**config.mk**
```make
export PLATFORM = sky130hd
export DESIGN_NAME = pipe_flow_ctrl_flat
export DESIGN_NICKNAME = d
export VERILOG_FILES = /design/src/rtl/pipe_flow_ctrl_if.sv /design/src/rtl/pipe_flow_ctrl.sv /design/src/flat_wrapper.sv
export SDC_FILE = /design/constraint.sdc
export NUM_CORES = 1
export LEC_CHECK = 0
export ABC_AREA = 0
export CORE_MARGIN = 2
export CORE_UTILIZATION = 50
export DETAILED_ROUTE_END_ITERATION = 8
export PLACE_DENSITY = 0.8
export SKIP_CTS_REPAIR_TIMING = 1
export SYNTH_ARGS = -nofsm -noshare
export SYNTH_HDL_FRONTEND = slang
export SYNTH_SLANG_ARGS = --single-unit
```
**constraint.sdc**
```tcl
create_clock -name clk -period 2.7 [get_ports clk]
set_input_delay 0.675 -clock clk [delete_from_list [all_inputs] [get_ports clk]]
set_output_delay 0.675 -clock clk [all_outputs]
set_load 0.1 [all_outputs]
```
**src/rtl/pipe_flow_ctrl_if.sv**
```systemverilog
// +----------------------------------------------------------------------+
// | pipe_flow_ctrl_if : hazard requests in, stage flow codes out         |
// | Rev 1.0                                                              |
// +----------------------------------------------------------------------+
`default_nettype none

`ifndef FLOW_WIDTH
`define FLOW_WIDTH 2
`endif
`ifndef FLOW_WORK
`define FLOW_WORK 2'b00
`endif
`ifndef FLOW_STOP
`define FLOW_STOP 2'b01
`endif
`ifndef FLOW_REFRESH
`define FLOW_REFRESH 2'b10
`endif

interface pipe_flow_ctrl_if;
  logic                   ld_use_i;
  logic                   md_busy_i;
  logic                   jump_i;
  logic                   mem_wait_i;
  logic                   trap_i;
  logic                   pc_hold_o;
  logic [`FLOW_WIDTH-1:0] flow_id_o;
  logic [`FLOW_WIDTH-1:0] flow_ex_o;
  logic [`FLOW_WIDTH-1:0] flow_mem_o;
  logic [`FLOW_WIDTH-1:0] flow_wb_o;
  logic                   bus_err_o;
  logic                   flushing_o;

  // Pipeline side: raises hazard requests, consumes flow codes
  modport master (
    output ld_use_i, md_busy_i, jump_i, mem_wait_i, trap_i,
    input  pc_hold_o, flow_id_o, flow_ex_o, flow_mem_o, flow_wb_o,
           bus_err_o, flushing_o
  );

  modport slave (
    input  ld_use_i, md_busy_i, jump_i, mem_wait_i, trap_i,
    output pc_hold_o, flow_id_o, flow_ex_o, flow_mem_o, flow_wb_o,
           bus_err_o, flushing_o
  );
endinterface

`default_nettype wire

```
**src/rtl/pipe_flow_ctrl.sv**
```systemverilog
// +----------------------------------------------------------------------+
// | pipe_flow_ctrl : priority stall/flush resolution, trap refetch       |
// | sequencing and data-memory wait timeout for the 5-stage core         |
// | Rev 1.0                                                              |
// +----------------------------------------------------------------------+
`default_nettype none

`ifndef FLOW_WIDTH
`define FLOW_WIDTH 2
`endif
`ifndef FLOW_WORK
`define FLOW_WORK 2'b00
`endif
`ifndef FLOW_STOP
`define FLOW_STOP 2'b01
`endif
`ifndef FLOW_REFRESH
`define FLOW_REFRESH 2'b10
`endif

module pipe_flow_ctrl #(
  parameter int FLUSH_CYCLES = 2,
  parameter int MEM_TIMEOUT  = 255,
  parameter int CNT_W        = 8
) (
  input  logic             clk,
  input  logic             rst,
  pipe_flow_ctrl_if.slave  bus
);

  localparam logic [0:0] ST_RUN   = 1'b0;
  localparam logic [0:0] ST_FLUSH = 1'b1;

  localparam logic [`FLOW_WIDTH-1:0] F_WORK = `FLOW_WORK;
  localparam logic [`FLOW_WIDTH-1:0] F_STOP = `FLOW_STOP;
  localparam logic [`FLOW_WIDTH-1:0] F_REFR = `FLOW_REFRESH;

  localparam logic [3:0]       FLUSH_RELOAD = 4'(FLUSH_CYCLES - 1);
  localparam logic [CNT_W-1:0] TIMEOUT      = CNT_W'(MEM_TIMEOUT);
  localparam logic [CNT_W-1:0] TIMEOUT_M1   = CNT_W'(MEM_TIMEOUT - 1);

  logic [0:0]       state_q, state_d;
  logic [3:0]       flush_cnt_q, flush_cnt_d;
  logic [CNT_W-1:0] wait_cnt_q, wait_cnt_d;
  logic             bus_err_q, bus_err_d;

  logic [`FLOW_WIDTH-1:0] flow_id, flow_ex, flow_mem, flow_wb;
  logic                   pc_hold;
  logic                   flush_idle;
  logic                   wait_inc;

  // Flow codes are combinational so a request acts in the cycle it is raised
  always_comb begin
    flow_id  = F_WORK;
    flow_ex  = F_WORK;
    flow_mem = F_WORK;
    flow_wb  = F_WORK;
    pc_hold  = 1'b0;
    if (rst) begin
      flow_id  = F_REFR;
      flow_ex  = F_REFR;
      flow_mem = F_REFR;
      flow_wb  = F_REFR;
      pc_hold  = 1'b1;
    end else if (bus.trap_i) begin
      flow_id  = F_REFR;
      flow_ex  = F_REFR;
      flow_mem = F_REFR;
      flow_wb  = F_REFR;
    end else if (bus.mem_wait_i) begin
      flow_id  = F_STOP;
      flow_ex  = F_STOP;
      flow_mem = F_STOP;
      flow_wb  = F_REFR;
      pc_hold  = 1'b1;
    end else if (bus.md_busy_i) begin
      flow_id  = F_STOP;
      flow_ex  = F_STOP;
      flow_mem = F_REFR;
      pc_hold  = 1'b1;
    end else if (bus.jump_i) begin
      flow_id  = F_REFR;
      flow_ex  = F_REFR;
    end else if (bus.ld_use_i) begin
      flow_id  = F_STOP;
      flow_ex  = F_REFR;
      pc_hold  = 1'b1;
    end else if (state_q == ST_FLUSH) begin
      flow_id  = F_REFR;
    end
  end

  // The refetch countdown only advances when the FLUSH row itself is selected
  assign flush_idle = !bus.mem_wait_i && !bus.md_busy_i &&
                      !bus.jump_i && !bus.ld_use_i;

  always_comb begin
    state_d     = state_q;
    flush_cnt_d = flush_cnt_q;
    if (bus.trap_i) begin
      if (FLUSH_CYCLES > 1) begin
        state_d     = ST_FLUSH;
        flush_cnt_d = FLUSH_RELOAD;
      end else begin
        state_d     = ST_RUN;
        flush_cnt_d = 4'd0;
      end
    end else if ((state_q == ST_FLUSH) && flush_idle) begin
      flush_cnt_d = flush_cnt_q - 4'd1;
      if (flush_cnt_q == 4'd1) begin
        state_d = ST_RUN;
      end
    end
  end

  assign wait_inc = bus.mem_wait_i && !bus.trap_i;

  // bus_err is raised on the edge where the counter lands on the limit, so
  // saturation naturally prevents a second pulse in the same episode
  always_comb begin
    wait_cnt_d = '0;
    bus_err_d  = 1'b0;
    if (wait_inc) begin
      wait_cnt_d = (wait_cnt_q == TIMEOUT) ? wait_cnt_q : wait_cnt_q + 1'b1;
      bus_err_d  = (wait_cnt_q == TIMEOUT_M1);
    end
  end

  always_ff @(posedge clk) begin
    if (rst) begin
      state_q     <= ST_RUN;
      flush_cnt_q <= 4'd0;
      wait_cnt_q  <= '0;
      bus_err_q   <= 1'b0;
    end else begin
      state_q     <= state_d;
      flush_cnt_q <= flush_cnt_d;
      wait_cnt_q  <= wait_cnt_d;
      bus_err_q   <= bus_err_d;
    end
  end

  assign bus.flow_id_o  = flow_id;
  assign bus.flow_ex_o  = flow_ex;
  assign bus.flow_mem_o = flow_mem;
  assign bus.flow_wb_o  = flow_wb;
  assign bus.pc_hold_o  = pc_hold;
  // Registered flags are masked so reset takes effect in its own cycle
  assign bus.bus_err_o  = bus_err_q && !rst;
  assign bus.flushing_o = (state_q == ST_FLUSH) && !rst;

endmodule

`default_nettype wire
```
**src/flat_wrapper.sv**
```systemverilog
// flat-port wrapper written by rule: the top's interface ports become plain ports
module pipe_flow_ctrl_flat 
#(
  parameter int FLUSH_CYCLES = 2,
  parameter int MEM_TIMEOUT  = 255,
  parameter int CNT_W        = 8
)
  (clk, rst, bus_ld_use_i, bus_md_busy_i, bus_jump_i, bus_mem_wait_i, bus_trap_i, bus_pc_hold_o, bus_flow_id_o, bus_flow_ex_o, bus_flow_mem_o, bus_flow_wb_o, bus_bus_err_o, bus_flushing_o);
  pipe_flow_ctrl_if bus_i ();
  input  logic clk;
  input  logic rst;
  input wire logic [$bits(bus_i.ld_use_i)-1:0] bus_ld_use_i;
  input wire logic [$bits(bus_i.md_busy_i)-1:0] bus_md_busy_i;
  input wire logic [$bits(bus_i.jump_i)-1:0] bus_jump_i;
  input wire logic [$bits(bus_i.mem_wait_i)-1:0] bus_mem_wait_i;
  input wire logic [$bits(bus_i.trap_i)-1:0] bus_trap_i;
  output wire logic [$bits(bus_i.pc_hold_o)-1:0] bus_pc_hold_o;
  output wire logic [$bits(bus_i.flow_id_o)-1:0] bus_flow_id_o;
  output wire logic [$bits(bus_i.flow_ex_o)-1:0] bus_flow_ex_o;
  output wire logic [$bits(bus_i.flow_mem_o)-1:0] bus_flow_mem_o;
  output wire logic [$bits(bus_i.flow_wb_o)-1:0] bus_flow_wb_o;
  output wire logic [$bits(bus_i.bus_err_o)-1:0] bus_bus_err_o;
  output wire logic [$bits(bus_i.flushing_o)-1:0] bus_flushing_o;
  assign bus_i.ld_use_i = bus_ld_use_i;
  assign bus_i.md_busy_i = bus_md_busy_i;
  assign bus_i.jump_i = bus_jump_i;
  assign bus_i.mem_wait_i = bus_mem_wait_i;
  assign bus_i.trap_i = bus_trap_i;
  assign bus_pc_hold_o = bus_i.pc_hold_o;
  assign bus_flow_id_o = bus_i.flow_id_o;
  assign bus_flow_ex_o = bus_i.flow_ex_o;
  assign bus_flow_mem_o = bus_i.flow_mem_o;
  assign bus_flow_wb_o = bus_i.flow_wb_o;
  assign bus_bus_err_o = bus_i.bus_err_o;
  assign bus_flushing_o = bus_i.flushing_o;
  pipe_flow_ctrl #(.FLUSH_CYCLES(FLUSH_CYCLES), .MEM_TIMEOUT(MEM_TIMEOUT), .CNT_W(CNT_W)) u_core (.clk(clk), .rst(rst), .bus(bus_i));
endmodule
```
==> results.py, run 1 <==
metrics = {
    "floorplan": {
        "io_pins": 18,
        "die_w_um": 43.5,
        "die-area_sq_um": 1890,
        "dieHeight_um": 43.5,
        "design.core.area_sq_um": 1490,
        "rows": 14,
        "start_util_pct": 52.4,
    },
    "worst_setup_path": {
        "slowest_delay_ps": 410,
        "timing.rr.start": "u_core.state_q",
        "worstPathMaxFanout": 4,
        "criticalPathCategory": "input pin to output port",
        "endpoint_kind": "output port",
        "required_ps": 2030,
        "cp_slowest_cell": "clkdlybuf4s50_1",
        "crit_chain": "clkdlybuf4s50_1, or2_2, o21ai_1, buf_12",
        "crit_start": "bus_mem_wait_i",
        "arrival_ps": 1940,
        "crit_family": "buffers and inverters",
        "crit_buf_inv": 2,
        "worst_r2r_path_depth": 3,
        "r2r_end": "u_core.flush_cnt_q[3]",
        "crit_end": "bus_flow_ex_o[1]",
        "cp-start-kind": "input pin",
        "r2r_slack_ps": 1310,
        "path_depth": 4,
    },
    "cts": {
        "cts_tree": "yes",
        "htreeDepth": 1,
        "cts_buffer_depth": 2,
        "clkSlewWorstSetupHoldPaths_ps": 80,
        "clock_latency_ps": 280,
        "cts-buffers-inserted": 3,
        "cts-root-buf": "clkbuf_4",
        "cts.sinks": 14,
    },
    "logic_synthesis": {
        "avgSynthCellArea_sq_um": 7.97,
        "ys_seq_area_share_pct": 35.9,
        "synth_cell_types": 33,
        "synth_area_leaders": "dfxtp_1 36%, ha_1 6.4%, a21oi_1 5.1%, nor3_1 5.1%, o21ai_0 4.5%",
        "ys_ff_latch": 14,
        "synth_top_cell_area_share_pct": 35.9,
        "synth_nets": 109,
        "synth_area_sq_um": 781,
        "synth_largest_area_cell": "dfxtp_1",
        "ys_warn_count": 0,
        "synth_cells": 98,
    },
    "placement": {
        "place_hpwl_um": 1530,
        "finalWeightedCongestion": 0.847,
        "dp_slack_ps": 74.7,
        "portBuffers": 16,
        "dpl_cell_area_sq_um": 1100,
    },
    "global_route": {
        "antenna_found_initial": 0,
        "overflow": 0,
        "grt_pass1_vias": 862,
        "track_usage_pct": 24.3,
        "grt_max_degree": 10,
        "grt_pass1_wl_um": 3470,
    },
    "route": {
        "avgViaCountPerCell": 6.01,
        "first_pass_iters": 4,
        "post_drt_wl_per_cell_um": 14.2,
        "ant_nets": 0,
        "wl_um": 1950,
        "remaining_drc_errors": 0,
        "drtIter0Drc": 29,
        "via_count": 824,
    },
    "sta": {
        "period_minus_slack_ps": 2620,
        "relSlewSlack_pct": 58.1,
        "tightestPinTransition_ps": 623,
        "finalClockSkew_ps": 3.64,
        "fin_crit_sh_pct": 96.9,
        "report.final.hold_viol_count": 0,
        "drv_slew": 0,
        "grt_setup_unrepaired": "false",
        "finalSetupViolations": 0,
        "clock.fmax_mhz": 382,
        "worst_slack_ps": 84.7,
        "hold_ws_ps": 506,
    },
    "layout": {
        "mostFrequentLayoutCell": "dfxtp_1",
        "design_area_sq_um": 1130,
        "fin_util_pct": 76.0,
        "final_cell_mix": "14 x dfxtp_1, 10 x buf_12, 8 x inv_1, 8 x nor3_1, 7 x a21oi_1",
        "area_growth_pct": 44.9,
        "layout-drive-gt1-share_pct": 24.0,
        "final_nets": 134,
        "antenna_cells": 0,
    },
    "pwr": {
        "p_leak_nw": 0.448,
        "power.density_nw_per_um2": 417,
        "worst_ir_drop_vdd_mv": 0.291,
    },
    "run": {
        "maxCapViolCount": 0,
    },
    "hold_path": {
        "worstHoldPathType": "flop to flop",
    },
    "outcome": {
        "status": "finished, final reports clean",
    },
}
## cells in the mapped netlist, drive strengths merged
master,instances
a21oi,8
a31o,1
a31oi,4
a41oi,1
and2,1
and3,5
and4,1
and4b,1
buf,1
clkbuf,1
conb,1
dfxtp,14
ha,4
inv,8
nand2,4
nand3,6
nand4,1
nor2,5
nor2b,1
nor3,8
nor4,1
nor4b,1
o211ai,1
o21a,1
o21ai,7
o21bai,1
o31ai,2
or2,2
or3,3
or4,1
or4b,1
xnor2,1
## registers in the layout, summed over array words and instances, names as in the netlist
register,flops
u_core.flush_cnt_q,4
u_core.wait_cnt_q,8
u_core.bus_err_q,1
u_core.state_q,1
## metrics by stage
step           power, W  setup TNS [ps]  cells
5_1_grt        0.000489               0    137
2_1_floorplan  0.000300            -658     98
4_1_cts        0.000476               0    137
6_report       0.000472               0    137
3_3_place_gp   0.000357               0    134
3_5_place_dp   0.000359               0    134
## where the power goes
part	internal [W]	leakage, nW	total (W)	switching, W
clock	0.0000517	0.0138	0.000116	0.0000644
combinational	0.0000517	0.321	0.000142	0.0000903
sequential	0.000209	0.114	0.000213	0.00000396
total	0.000313	0.448	0.000472	0.000159
## final cells by class
| cell class | count | area, sq um |
|---|---|---|
| Clock buffer | 3 | 22.5 |
| Sequential cell | 14 | 280 |
| Multi-Input combinational cell | 74 | 473 |
| Inverter | 8 | 30.0 |
| Timing Repair Buffer | 22 | 305 |
| Fill cell | 111 | 358 |
| Tap cell | 16 | 20.0 |
## worst min-delay path: stages, from the launching register on
cell and delay (ps):
dfxtp_1 330, o21ai_0 70, a21oi_1 60
## worst min-delay path by stage
| stage | from | to | slack (ps) | cells past startpoint |
|---|---|---|---|---|
| floorplan | u_core.wait_cnt_q[2] | u_core.wait_cnt_q[2] | 460 | 1 |
| global placement | u_core.flush_cnt_q[2] | u_core.flush_cnt_q[2] | 480 | 2 |
| detailed placement | u_core.flush_cnt_q[2] | u_core.flush_cnt_q[2] | 500 | 2 |
| CTS | u_core.flush_cnt_q[2] | u_core.flush_cnt_q[2] | 510 | 2 |
| global route | u_core.wait_cnt_q[4] | u_core.wait_cnt_q[4] | 550 | 1 |
| finish | u_core.flush_cnt_q[2] | u_core.flush_cnt_q[2] | 510 | 2 |
## layer usage
metal	GRT usage, %	share of wire, %
met1	26.6	42
met2	43.3	51
met3	7.50	5.0
met4	10.3	2.1
met5	0	0
## cells by family (layout without fill, tap and decap cells)
family | after synthesis | after routing | share of synthesized area, %
XOR/XNOR | 1 | 1 | 1.12
other | 1 | 1 | 0.480
buffers and inverters | 10 | 33 | 5.29
adder cells (fa/ha/maj) | 4 | 4 | 6.41
AO/OA/AOI/OAI | 26 | 26 | 19.9
AND/OR/NAND/NOR | 42 | 42 | 30.9
flip-flops | 14 | 14 | 35.9
Power figures use the tool's default switching activity.
==> run 2, diff against run 1 <==
--- a/config.mk
+++ b/config.mk
@@ -10,6 +10,7 @@
 export CORE_UTILIZATION = 50
 export DETAILED_ROUTE_END_ITERATION = 8
 export PLACE_DENSITY = 0.8
+export RECOVER_POWER = 50
 export SKIP_CTS_REPAIR_TIMING = 1
 export SYNTH_ARGS = -nofsm -noshare
 export SYNTH_HDL_FRONTEND = slang
==> results.py, run 2 (synthesized netlist as in run 1, its figures left out) <==
metrics = {
    "worst_setup_path": {
        "r2r_slack_ps": 1310,
        "cp_slowest_cell": "clkdlybuf4s50_1",
        "worst_r2r_path_depth": 3,
        "timing.rr.start": "u_core.state_q",
        "cp-start-kind": "input pin",
        "crit_family": "buffers and inverters",
        "required_ps": 2030,
        "worstPathMaxFanout": 4,
        "crit_chain": "clkdlybuf4s50_1, or2_2, o21ai_1, buf_12",
        "arrival_ps": 1950,
        "criticalPathCategory": "input pin to output port",
        "slowest_delay_ps": 410,
        "r2r_end": "u_core.flush_cnt_q[3]",
        "endpoint_kind": "output port",
        "crit_buf_inv": 2,
    },
    "pwr": {
        "combinationalPowerShare_pct": 29.7,
        "p_int_w": 0.000312,
        "p_leak_nw": 0.440,
        "power.switching_w": 0.000161,
        "power_w": 0.000472,
        "power.share.switching_pct": 34.0,
        "power_frac_clock_pct": 25.1,
        "p_seq_share_pct": 45.2,
        "worst_ir_drop_vdd_mv": 0.298,
        "power.density_nw_per_um2": 422,
    },
    "layout": {
        "mostFrequentLayoutCell": "dfxtp_1",
        "final_cell_mix": "14 x dfxtp_1, 10 x buf_12, 8 x inv_1, 8 x nor3_1, 7 x a21oi_1",
        "antenna_cells": 0,
        "fin_util_pct": 75.2,
        "final_nets": 134,
        "largest_register": "u_core.wait_cnt_q",
        "largest_reg_flops": 8,
        "layout-drive-gt1-share_pct": 21.5,
        "biggestRegsByFlops": "u_core.wait_cnt_q: 8 flops, u_core.flush_cnt_q: 4 flops",
        "design_area_sq_um": 1120,
        "area_growth_pct": 43.4,
    },
    "global_route": {
        "grt_pass1_vias": 862,
        "track_usage_pct": 24.3,
        "antenna_found_initial": 0,
        "grt_pass1_wl_um": 3470,
        "grt_max_degree": 10,
        "overflow": 0,
    },
    "floorplan": {
        "die-area_sq_um": 1890,
        "rows": 14,
        "io_pins": 18,
        "dieHeight_um": 43.5,
        "design.core.area_sq_um": 1490,
        "start_util_pct": 52.4,
        "die_w_um": 43.5,
    },
    "cts": {
        "cts-root-buf": "clkbuf_4",
        "clock_latency_ps": 280,
        "clkSlewWorstSetupHoldPaths_ps": 80,
        "cts_buffer_depth": 2,
        "htreeDepth": 1,
        "cts.sinks": 14,
        "cts_tree": "yes",
        "cts-buffers-inserted": 3,
    },
    "hold_path": {
        "hold_end": "u_core.flush_cnt_q[2]",
        "whs_path_depth": 2,
        "hold_start": "u_core.flush_cnt_q[2]",
        "worstHoldPathType": "flop to flop",
    },
    "route": {
        "wl_um": 1970,
        "remaining_drc_errors": 0,
        "via_count": 838,
        "avgViaCountPerCell": 6.12,
        "ant_nets": 0,
        "first_pass_iters": 4,
        "post_drt_wl_per_cell_um": 14.4,
        "drtIter0Drc": 29,
    },
    "sta": {
        "relSlewSlack_pct": 58.1,
        "grt_setup_unrepaired": "false",
        "fin_crit_sh_pct": 97.1,
        "report.final.hold_viol_count": 0,
        "drv_slew": 0,
        "clock.fmax_mhz": 381,
        "finalSetupViolations": 0,
        "tightestPinTransition_ps": 622,
        "finalClockSkew_ps": 4.97,
        "hold_ws_ps": 506,
        "period_minus_slack_ps": 2620,
    },
    "run": {
        "maxCapViolCount": 0,
    },
    "placement": {
        "finalWeightedCongestion": 0.847,
        "place_hpwl_um": 1530,
        "dpl_cell_area_sq_um": 1100,
        "portBuffers": 16,
    },
    "outcome": {
        "status": "finished, final reports clean",
    },
}
[run 2: cell count changes in the layout (fill, tap and decap cells not counted)]
cell / change
or4_4: -1
buf_4: -2
or4_1: +1
clkbuf_1: +2
[run 2: layout make-up]
type                    count  area (sq um)
multi-input cells          74           469
well taps                  16          20.0
fillers                   115           369
inverters                   8          30.0
clock buffers               3          22.5
repair buffers             22           298
flip-flops and latches     14           280
[run 2: worst max-delay path by stage]
stage | startpoint | to | slack [ps] | cells after the start
2_1_floorplan | bus_mem_wait_i | bus_flow_ex_o[1] | -330 | 2
6_report | bus_mem_wait_i | bus_flow_ex_o[1] | 80 | 4
3_3_place_gp | rst | bus_flow_id_o[0] | 90 | 4
4_1_cts | bus_mem_wait_i | bus_pc_hold_o | 70 | 5
5_1_grt | bus_mem_wait_i | bus_flow_ex_o[1] | 50 | 4
3_5_place_dp | bus_mem_wait_i | bus_pc_hold_o | 70 | 5
[run 2: power groups by stage]
stage	registers, W	logic (W)	clock network, W
final	0.000213	0.000140	0.000119
after global routing	0.000214	0.000147	0.000126
after CTS	0.000213	0.000142	0.000120
after detailed placement	0.000218	0.000141	0
after global placement	0.000218	0.000139	0
after floorplan	0.000217	0.0000831	0
[run 2: per-layer routing]
metal  part of all wire (%)  wire length [um]  vias to the layer above  GRT usage, %
li1                       -                 -                      405             -
met1                     40               778                      397          26.6
met2                     51              1010                       28          43.3
met3                    6.0               118                        8          7.50
met4                    2.8                56                        0          10.3
met5                      0                 0                        -             0
[run 2: worst register-to-register path, stage by stage (launching register included)]
cell and delay (ps):
dfxtp_1 400, or4b_2 620, o211ai_1 180, o31ai_1 90
[run 2: through the flow]
stage	setup slack [ps]	setup TNS (ps)	instances
global route	46.3	0	137
finish	78.5	0	137
detailed placement	74.7	0	134
CTS	73.2	0	137
global placement	94.9	0	134
floorplan	-329	-658	98
